[config.mk]
export PLATFORM = sky130hd
export DESIGN_NAME = mc_control_flat
export DESIGN_NICKNAME = d
export VERILOG_FILES = /design/src/rtl/mc_control_if.sv /design/src/rtl/mc_control.sv /design/src/flat_wrapper.sv
export SDC_FILE = /design/constraint.sdc
export NUM_CORES = 1
export LEC_CHECK = 0
export CORE_MARGIN = 3
export CORE_UTILIZATION = 46
export DETAILED_ROUTE_END_ITERATION = 10
export PLACE_DENSITY = 0.9
export SYNTH_ARGS = -nofsm -noshare
export SYNTH_HDL_FRONTEND = slang
export SYNTH_SLANG_ARGS = --single-unit
[constraint.sdc]
create_clock -name clk -period 3.2 [get_ports clk]
set_clock_uncertainty 0.05 [all_clocks]
set_input_delay 0.64 -clock clk [delete_from_list [all_inputs] [get_ports clk]]
set_output_delay 0.64 -clock clk [all_outputs]
set_load 0.01 [all_outputs]
[src/rtl/mc_control_if.sv]
// ============================================================================
// Module      : mc_control_if
// Description : Multicycle datapath control bundle between mc_control and the datapath.
// Revision    : 1.0 - initial release
// ============================================================================
`default_nettype none

interface mc_control_if;
    logic       mem_ready;
    logic [5:0] opcode;
    logic       pc_write;
    logic       pc_write_cond;
    logic       iord;
    logic       mem_read;
    logic       mem_write;
    logic       ir_write;
    logic       mem_to_reg;
    logic       reg_write;
    logic       reg_dst;
    logic       alu_src_a;
    logic [1:0] alu_op;
    logic [1:0] alu_src_b;
    logic [1:0] pc_source;

    modport master (
        input  mem_ready, opcode,
        output pc_write, pc_write_cond, iord, mem_read, mem_write, ir_write,
               mem_to_reg, reg_write, reg_dst, alu_src_a, alu_op, alu_src_b,
               pc_source
    );

    modport slave (
        output mem_ready, opcode,
        input  pc_write, pc_write_cond, iord, mem_read, mem_write, ir_write,
               mem_to_reg, reg_write, reg_dst, alu_src_a, alu_op, alu_src_b,
               pc_source
    );
endinterface

`default_nettype wire

[src/rtl/mc_control.sv]
// ============================================================================
// Module      : mc_control
// Description : Multicycle MIPS-style control FSM with retired-instruction
//               counter and sticky illegal-opcode flag. Define
//               MC_CONTROL_STEP_EN to advance one state per step pulse.
// Revision    : 1.0 - initial release
// ============================================================================
`default_nettype none

module mc_control #(
    parameter int CNT_W = 16
) (
    input  wire logic             clk,
    input  wire logic             rst,
    input  wire logic             step,
    mc_control_if.master          bus,
    output logic [3:0]            state,
    output logic [CNT_W-1:0]      inst_cnt,
    output logic                  illegal
);

    typedef enum logic [3:0] {
        S_FETCH  = 4'd0,  S_DECODE = 4'd1,  S_MEMADR = 4'd2,  S_MEMRD = 4'd3,
        S_MEMWB  = 4'd4,  S_MEMWR  = 4'd5,  S_EXEC   = 4'd6,  S_RWB   = 4'd7,
        S_BRANCH = 4'd8,  S_JUMP   = 4'd9,  S_IEXEC  = 4'd10, S_IWB   = 4'd11
    } state_t;

    localparam logic [5:0] c_OP_RTYPE = 6'b000000;
    localparam logic [5:0] c_OP_LW    = 6'b100011;
    localparam logic [5:0] c_OP_SW    = 6'b101011;
    localparam logic [5:0] c_OP_BEQ   = 6'b000100;
    localparam logic [5:0] c_OP_J     = 6'b000010;
    localparam logic [5:0] c_OP_ADDI  = 6'b001000;

    state_t           r_state;
    state_t           w_next;
    logic             w_go;
    logic             w_adv;
    logic             w_stb;
    logic             w_op_ok;
    logic [CNT_W-1:0] r_inst_cnt;
    logic             r_illegal;

`ifdef MC_CONTROL_STEP_EN
    assign w_go = step;
`else
    // step participates only so the port stays referenced; go is constant 1
    assign w_go = step | 1'b1;
`endif

    assign w_adv = w_go && (bus.mem_ready ||
                   !(r_state inside {S_FETCH, S_MEMRD, S_MEMWR}));
    // Strobes are held off while reset is asserted, even though adv may be high
    assign w_stb = w_adv && rst;

    assign w_op_ok = bus.opcode inside {c_OP_RTYPE, c_OP_LW, c_OP_SW,
                                        c_OP_BEQ, c_OP_J, c_OP_ADDI};

    always_comb begin
        w_next = S_FETCH;
        case (r_state)
            S_FETCH:  w_next = S_DECODE;
            S_DECODE: begin
                case (bus.opcode)
                    c_OP_RTYPE:       w_next = S_EXEC;
                    c_OP_LW, c_OP_SW: w_next = S_MEMADR;
                    c_OP_BEQ:         w_next = S_BRANCH;
                    c_OP_J:           w_next = S_JUMP;
                    c_OP_ADDI:        w_next = S_IEXEC;
                    default:          w_next = S_FETCH;
                endcase
            end
            S_MEMADR: w_next = (bus.opcode == c_OP_LW) ? S_MEMRD : S_MEMWR;
            S_MEMRD:  w_next = S_MEMWB;
            S_EXEC:   w_next = S_RWB;
            S_IEXEC:  w_next = S_IWB;
            default:  w_next = S_FETCH;
        endcase
    end

    always_ff @(posedge clk or negedge rst) begin
        if (!rst) begin
            r_state    <= S_FETCH;
            r_inst_cnt <= '0;
            r_illegal  <= 1'b0;
        end else if (w_adv) begin
            r_state <= w_next;
            if (w_next == S_FETCH)
                r_inst_cnt <= r_inst_cnt + CNT_W'(1);
            if (r_state == S_DECODE && !w_op_ok)
                r_illegal <= 1'b1;
        end
    end

    always_comb begin
        bus.pc_write      = 1'b0;
        bus.pc_write_cond = 1'b0;
        bus.iord          = 1'b0;
        bus.mem_read      = 1'b0;
        bus.mem_write     = 1'b0;
        bus.ir_write      = 1'b0;
        bus.mem_to_reg    = 1'b0;
        bus.reg_write     = 1'b0;
        bus.reg_dst       = 1'b0;
        bus.alu_src_a     = 1'b0;
        bus.alu_op        = 2'b00;
        bus.alu_src_b     = 2'b00;
        bus.pc_source     = 2'b00;
        case (r_state)
            S_FETCH: begin
                bus.mem_read  = 1'b1;
                bus.alu_src_b = 2'b01;
                bus.pc_write  = w_stb;
                bus.ir_write  = w_stb;
            end
            S_DECODE: bus.alu_src_b = 2'b11;
            S_MEMADR, S_IEXEC: begin
                bus.alu_src_a = 1'b1;
                bus.alu_src_b = 2'b10;
            end
            S_MEMRD: begin
                bus.iord     = 1'b1;
                bus.mem_read = 1'b1;
            end
            S_MEMWR: begin
                bus.iord      = 1'b1;
                bus.mem_write = w_stb;
            end
            S_MEMWB: begin
                bus.mem_to_reg = 1'b1;
                bus.reg_write  = w_stb;
            end
            S_EXEC: begin
                bus.alu_src_a = 1'b1;
                bus.alu_op    = 2'b10;
            end
            S_RWB: begin
                bus.reg_dst   = 1'b1;
                bus.reg_write = w_stb;
            end
            S_IWB: bus.reg_write = w_stb;
            S_BRANCH: begin
                bus.alu_src_a     = 1'b1;
                bus.alu_op        = 2'b01;
                bus.pc_source     = 2'b01;
                bus.pc_write_cond = w_stb;
            end
            S_JUMP: begin
                bus.pc_source = 2'b10;
                bus.pc_write  = w_stb;
            end
            default: ;
        endcase
    end

    assign state    = r_state;
    assign inst_cnt = r_inst_cnt;
    assign illegal  = r_illegal;

endmodule

`default_nettype wire

[src/flat_wrapper.sv]
// flat-port wrapper written by rule: the top's interface ports become plain ports
module mc_control_flat 
#(
    parameter int CNT_W = 16
)
  (clk, rst, step, state, inst_cnt, illegal, bus_mem_ready, bus_opcode, bus_pc_write, bus_pc_write_cond, bus_iord, bus_mem_read, bus_mem_write, bus_ir_write, bus_mem_to_reg, bus_reg_write, bus_reg_dst, bus_alu_src_a, bus_alu_op, bus_alu_src_b, bus_pc_source);
  mc_control_if bus_i ();
  input  wire logic clk;
  input  wire logic rst;
  input  wire logic step;
  output logic [3:0] state;
  output logic [CNT_W-1:0] inst_cnt;
  output logic illegal;
  input wire logic [$bits(bus_i.mem_ready)-1:0] bus_mem_ready;
  input wire logic [$bits(bus_i.opcode)-1:0] bus_opcode;
  output wire logic [$bits(bus_i.pc_write)-1:0] bus_pc_write;
  output wire logic [$bits(bus_i.pc_write_cond)-1:0] bus_pc_write_cond;
  output wire logic [$bits(bus_i.iord)-1:0] bus_iord;
  output wire logic [$bits(bus_i.mem_read)-1:0] bus_mem_read;
  output wire logic [$bits(bus_i.mem_write)-1:0] bus_mem_write;
  output wire logic [$bits(bus_i.ir_write)-1:0] bus_ir_write;
  output wire logic [$bits(bus_i.mem_to_reg)-1:0] bus_mem_to_reg;
  output wire logic [$bits(bus_i.reg_write)-1:0] bus_reg_write;
  output wire logic [$bits(bus_i.reg_dst)-1:0] bus_reg_dst;
  output wire logic [$bits(bus_i.alu_src_a)-1:0] bus_alu_src_a;
  output wire logic [$bits(bus_i.alu_op)-1:0] bus_alu_op;
  output wire logic [$bits(bus_i.alu_src_b)-1:0] bus_alu_src_b;
  output wire logic [$bits(bus_i.pc_source)-1:0] bus_pc_source;
  assign bus_i.mem_ready = bus_mem_ready;
  assign bus_i.opcode = bus_opcode;
  assign bus_pc_write = bus_i.pc_write;
  assign bus_pc_write_cond = bus_i.pc_write_cond;
  assign bus_iord = bus_i.iord;
  assign bus_mem_read = bus_i.mem_read;
  assign bus_mem_write = bus_i.mem_write;
  assign bus_ir_write = bus_i.ir_write;
  assign bus_mem_to_reg = bus_i.mem_to_reg;
  assign bus_reg_write = bus_i.reg_write;
  assign bus_reg_dst = bus_i.reg_dst;
  assign bus_alu_src_a = bus_i.alu_src_a;
  assign bus_alu_op = bus_i.alu_op;
  assign bus_alu_src_b = bus_i.alu_src_b;
  assign bus_pc_source = bus_i.pc_source;
  mc_control #(.CNT_W(CNT_W)) u_core (.clk(clk), .rst(rst), .step(step), .bus(bus_i), .state(state), .inst_cnt(inst_cnt), .illegal(illegal));
endmodule
=== Word-level counts from Yosys, hierarchy flattened ===
Index checks and enable logic that the tools add are counted.
W data, S select, Z words.

* Register bits after elaboration: 21
* Output and inout port bits: 37

* $add $sub $neg: 1
* Equal/unequal tests: 16
* Muxes and demuxes: 16
* Reductions and logical operators: 19

{| class="wikitable"
|+ Operators by type and width
! operator !! number
|-
| $pmux W4 S6 || 1
|-
| $pmux W4 S5 || 1
|-
| $add A16 B1 Y16 const B || 1
|-
| $eq A4 B3 Y1 const B || 4
|-
| $eq A4 B4 Y1 const B || 4
|-
| $eq A6 B6 Y1 const B || 2
|-
| $mux W1 || 10
|-
| $reduce_or A2 Y1 || 5
|-
| $eq A4 B2 Y1 const B || 2
|-
| $logic_not A4 Y1 || 2
|-
| $pmux W2 S2 || 2
|-
| $eq A6 B2 Y1 const B || 1
|-
| $eq A6 B3 Y1 const B || 1
|-
| $eq A6 B4 Y1 const B || 1
|-
| $logic_not A6 Y1 || 1
|-
| $pmux W2 S3 || 1
|-
| $reduce_bool A6 Y1 || 1
|-
| $eq A4 B1 Y1 const B || 1
|-
| $reduce_and A2 Y1 || 2
|-
| $reduce_or A4 Y1 || 1
|-
| $mux W3 || 1
|-
| $reduce_bool A3 Y1 || 1
|-
| $reduce_or A3 Y1 || 1
|-
| $logic_and A1 B1 Y1 || 2
|-
| 2 further kinds || 3
|}

=== Logic depth before layout (Yosys ltp) ===
Gate-level depths: netlist of run 1.

* Depth in word-level cells: 6
* Depth in mapped cells: 7
* Depth with buffers taken out: 5

=== Least setup slack after synthesis of run 1 ===
No wires, ideal clock.

* Kind: input to register
* Start: input bus_opcode[3]
* End: register u_core.r_inst_cnt[1], in the netlist u_core.inst_cnt[1]
* Library setup time: 0.128 ns
* Arrival: 2.275 ns
* Data required time: 3.022 ns
* Setup slack: 0.748 ns
* Stages: 5
* Cell sequence: or4b_4 or4b_1 o211ai_2 nor3_2 mux2_1

* Cells in the longest elaborated chain, start to end: 6
* Elaborated cells between the ends (all ways): 12
* Those cells by class: eq/ne: 5; mux: 3; reduce/logical: 4

{| class="wikitable"
|+ RTL lines
! element !! RTL line !! text
|-
| start, declared || flat_wrapper.sv:15 || <nowiki>input wire logic [$bits(bus_i.opcode)-1:0] bus_opcode;</nowiki>
|-
| $eq A6 B6 Y1, on equally long branches || mc_control.sv:64, mc_control.sv:73 ||
|-
| $reduce_or A2 Y1 || mc_control.sv:64 || <nowiki>case (bus.opcode)</nowiki>
|-
| $pmux W4 S5 || mc_control.sv:64 ||
|-
| $pmux W4 S6 * || mc_control.sv:61 || <nowiki>case (r_state)</nowiki>
|-
| $logic_not A4 Y1 * || mc_control.sv:88 || <nowiki>if (w_next == S_FETCH)</nowiki>
|-
| $reduce_and A2 Y1 (no line) * || n/a ||
|-
| end signal, assigned || mc_control.sv:89 || <nowiki>r_inst_cnt <= r_inst_cnt + CNT_W'(1);</nowiki>
|-
| end, declared || mc_control.sv:41 || <nowiki>logic [CNT_W-1:0] r_inst_cnt;</nowiki>
|}

Mark *: on every way between the ends. The rest lies on a longest branch, timed or not.
A chain may end at the register's enable or synchronous reset.

=== Worst setup path after layout of run 1 ===
* Start: input rst
* End: output bus_ir_write

* Cells in the longest elaborated chain, start to end: 2

{| class="wikitable"
|+ RTL lines
! element !! RTL line !! text
|-
| start, declared || flat_wrapper.sv:9 || <nowiki>input wire logic rst;</nowiki>
|-
| $logic_and A1 B1 Y1 || mc_control.sv:54 || <nowiki>assign w_stb = w_adv && rst;</nowiki>
|-
| $mux W1 || mc_control.sv:109 || <nowiki>case (r_state)</nowiki>
|-
| end, declared || flat_wrapper.sv:21 || <nowiki>output wire logic [$bits(bus_i.ir_write)-1:0] bus_ir_write;</nowiki>
|}

Every way passes these cells.

==> results of run 1 <==
## flip-flops by register name, indices dropped and copies added, names as in the netlist
signal           flops
u_core.illegal       1
u_core.inst_cnt     16
u_core.state         4
## final timing paths
path                                                      start                         endpoint  cells past startpoint  slack, ns
worst max-delay path                                        rst                     bus_ir_write                      4       0.23
worst min-delay path            u_core.inst_cnt[15]$_DFFE_PN0P_  u_core.inst_cnt[15]$_DFFE_PN0P_                      1       0.44
worst max register to register      u_core.state[0]$_DFFE_PN0P_   u_core.inst_cnt[9]$_DFFE_PN0P_                      6       0.57
worst min register to register  u_core.inst_cnt[15]$_DFFE_PN0P_  u_core.inst_cnt[15]$_DFFE_PN0P_                      1       0.44
max in group asynchronous                                   rst      u_core.state[2]$_DFFE_PN0P_                      2       2.09
min in group asynchronous                                   rst   u_core.inst_cnt[6]$_DFFE_PN0P_                      2       0.78
## cell usage in the layout, fill, tap and decap left out, types with 4 or more instances in the layout
| master | instances |
|---|---|
| clkdlybuf4s50_1 | 45 |
| dfrtp_1 | 21 |
| xor2_1 | 16 |
| nor2_1 | 9 |
| nand2_1 | 8 |
| nor4_2 | 8 |
| nor3_1 | 7 |
| nand3_1 | 7 |
| buf_4 | 7 |
| and3_1 | 5 |
| a21oi_1 | 5 |
| nor4b_1 | 4 |
| and4_1 | 4 |
## cell families (layout without fill, tap and decap cells)
kind of cell | Yosys count | after routing | share of synthesized area (%)
buffers and inverters | 12 | 58 | 4.429
XOR/XNOR | 17 | 17 | 10.14
adder cells (fa/ha/maj) | 1 | 1 | 0.8517
flip-flops | 21 | 21 | 35.77
multiplexers | 2 | 2 | 1.533
AND/OR/NAND/NOR | 70 | 70 | 33.30
AO/OA/AOI/OAI | 23 | 23 | 13.97
## power by group through the flow
| stage | Combinational [uW] | Sequential (uW) | Clock (uW) |
|---|---|---|---|
| global route | 557 | 428 | 153 |
| finish | 510 | 414 | 136 |
| global placement | 491 | 411 | 0 |
| CTS | 513 | 413 | 140 |
| floorplan | 313 | 388 | 0 |
| detailed placement | 508 | 417 | 0 |
## final cells by class
type	count	area, um2
fillers	225	903.4
multi-input cells	113	878.3
flip-flops and latches	21	525.5
repair buffers	52	503.0
well taps	42	52.55
clock buffers	3	22.52
clock inverters	1	7.507
inverters	2	7.507
## metrics by stage
stage          cells  cell area [um2]  power, uW
6_report         234             1997       1061
5_1_grt          234             1997       1137
4_1_cts          234             1997       1066
3_5_place_dp     230             1967      925.9
3_3_place_gp     230             1967      902.0
2_1_floorplan    146             1469      701.6
## layer usage
metal	global-route usage, %	vias up	share of wire (%)	wire (um)
met5	0	-	0	0
met1	25.59	669	41	1585
met2	35.69	56	52	1997
met3	4.856	4	5.8	222
li1	-	647	-	-
met4	3.581	0	0.76	29
==> results_dict.tcl, run 1 <==
set metrics [dict create \
    grt_pass1_wl_um 6479 \
    power_frac_seq_pct 39.1 \
    diodes 0 \
    tightest_slew_ns 0.7955 \
    postSynthAreaPerCell_um2 10.06 \
    fin_setup_tns_ns 0 \
    power.leakage_uw 0.0008058 \
    cp_common_cell "clkdlybuf4s50_1" \
    hold_buffers 0 \
    clock_latency_ns 0.32 \
    io_pins 47 \
    cts_buffer_depth 2 \
    cts_tree "yes" \
    synth_area_um2 1469 \
    cts_buffers 3 \
    syn_inst 146 \
    syn_nets 157 \
    synth.area.top_cells "dfrtp_1, xor2_1, nor4_2" \
    worstPathArrival_ns 2.28 \
    slowest_delay_ns 0.60 \
    end_kind "primary output" \
    drt-initial-drc-count 160 \
    finalSetupViolCount 0 \
    cp_slowest_cell "clkdlybuf4s50_1" \
    min_path_type "reg2reg" \
    fin_util_pct 68.85 \
    cts_num_sinks 21 \
    post-route-period-util_pct 92.86 \
    power_frac_clock_pct 12.8 \
    grt_overflow 0 \
    power_density_nw_per_um2 531.4 \
    die-area_um2 3908 \
    start_util_pct 50.65 \
    p_int_uw 622.5 \
    drt_first_pass_iters 4 \
    yosysMostFrequentCell "dfrtp_1" \
    async_flop_share_pct 100.0 \
    pwr-share-comb_pct 48.1 \
    ir_drop_uv 485.5 \
    switching_share_pct 41.34 \
    crit_type "in2out" \
    p_switching_uw 438.7 \
    worstPathCellList "clkdlybuf4s50_1, nand2_1, nor4b_1, clkdlybuf4s50_1" \
    routabilityCongestion 0.8065 \
    cts_setup_buffers 0 \
    final-max-slew-violation-count 0 \
    layout.nets 204 \
    crit_required_ns 2.51 \
    wl_per_cell_um 16.39 \
    cts_resized 0 \
    drtAntennaViolNets 0 \
    fin_crit_ns 2.971 \
    viasPerCell 5.880 \
    wirelength_um 3835 \
    die_h_um 62.51 \
    grt_max_degree 22 \
    rsz0062_at_grt "no" \
    die_w_um 62.51 \
    drv_cap 0 \
    startpoint_type "input port" \
    ys.flop_type "dfrtp_1" \
    yosys_warnings 0 \
    grt_antenna_before_repair 0 \
    hold-worst-slack_ns 0.4381 \
    cts_root_buf "clkbuf_4" \
    drive_gt1_share_pct 15.10 \
    num_vias 1376 \
    max_slew_margin_pct 46.61 \
    synth-edff-count 0 \
    worst-path-buf-inv 2 \
    post-synth-top-area-cell "dfrtp_1" \
    rows 19 \
    finalHoldViolCount 0 \
    track_usage_pct 20.34 \
    synth_seq_cells 21 \
    critPathTopFamily "buffers and inverters" \
    setup_ws_ns 0.2285 \
    clock.fmax_ghz 0.3365 \
    htreeDepth 1 \
    clk_pin_slew_ns 0.12 \
    port_buffers 45 \
    worstPathMaxFanout 5 \
    synth_commonest_cells "dfrtp_1, xor2_1, nor2_1" \
    grt_pass1_vias 1304 \
    pre_cts_ws_ns 0.06147 \
    core_um2 2900 \
    synth_top_cell_area_share_pct 35.78 \
    seq_area_frac_synth_pct 35.78 \
    dp_hpwl_um 2896 \
    synthToLayoutAreaGrowth_pct 35.95 \
    status "finished, final reports clean" \
    synth_cell_types 44 \
    drc_errors 0 \
]
Power figures use the tool's default switching activity.
==> inputs of run 2 (changes only) <==
--- a/config.mk
+++ b/config.mk
@@ -7,6 +7,8 @@
 export LEC_CHECK = 0
 export CORE_MARGIN = 3
 export CORE_UTILIZATION = 46
+export CTS_CLUSTER_DIAMETER = 150
+export CTS_CLUSTER_SIZE = 30
 export DETAILED_ROUTE_END_ITERATION = 10
 export PLACE_DENSITY = 0.9
 export SYNTH_ARGS = -nofsm -noshare
==> results of run 2 <==
The final DEF is identical to that of run 1; final timing and power are the same.
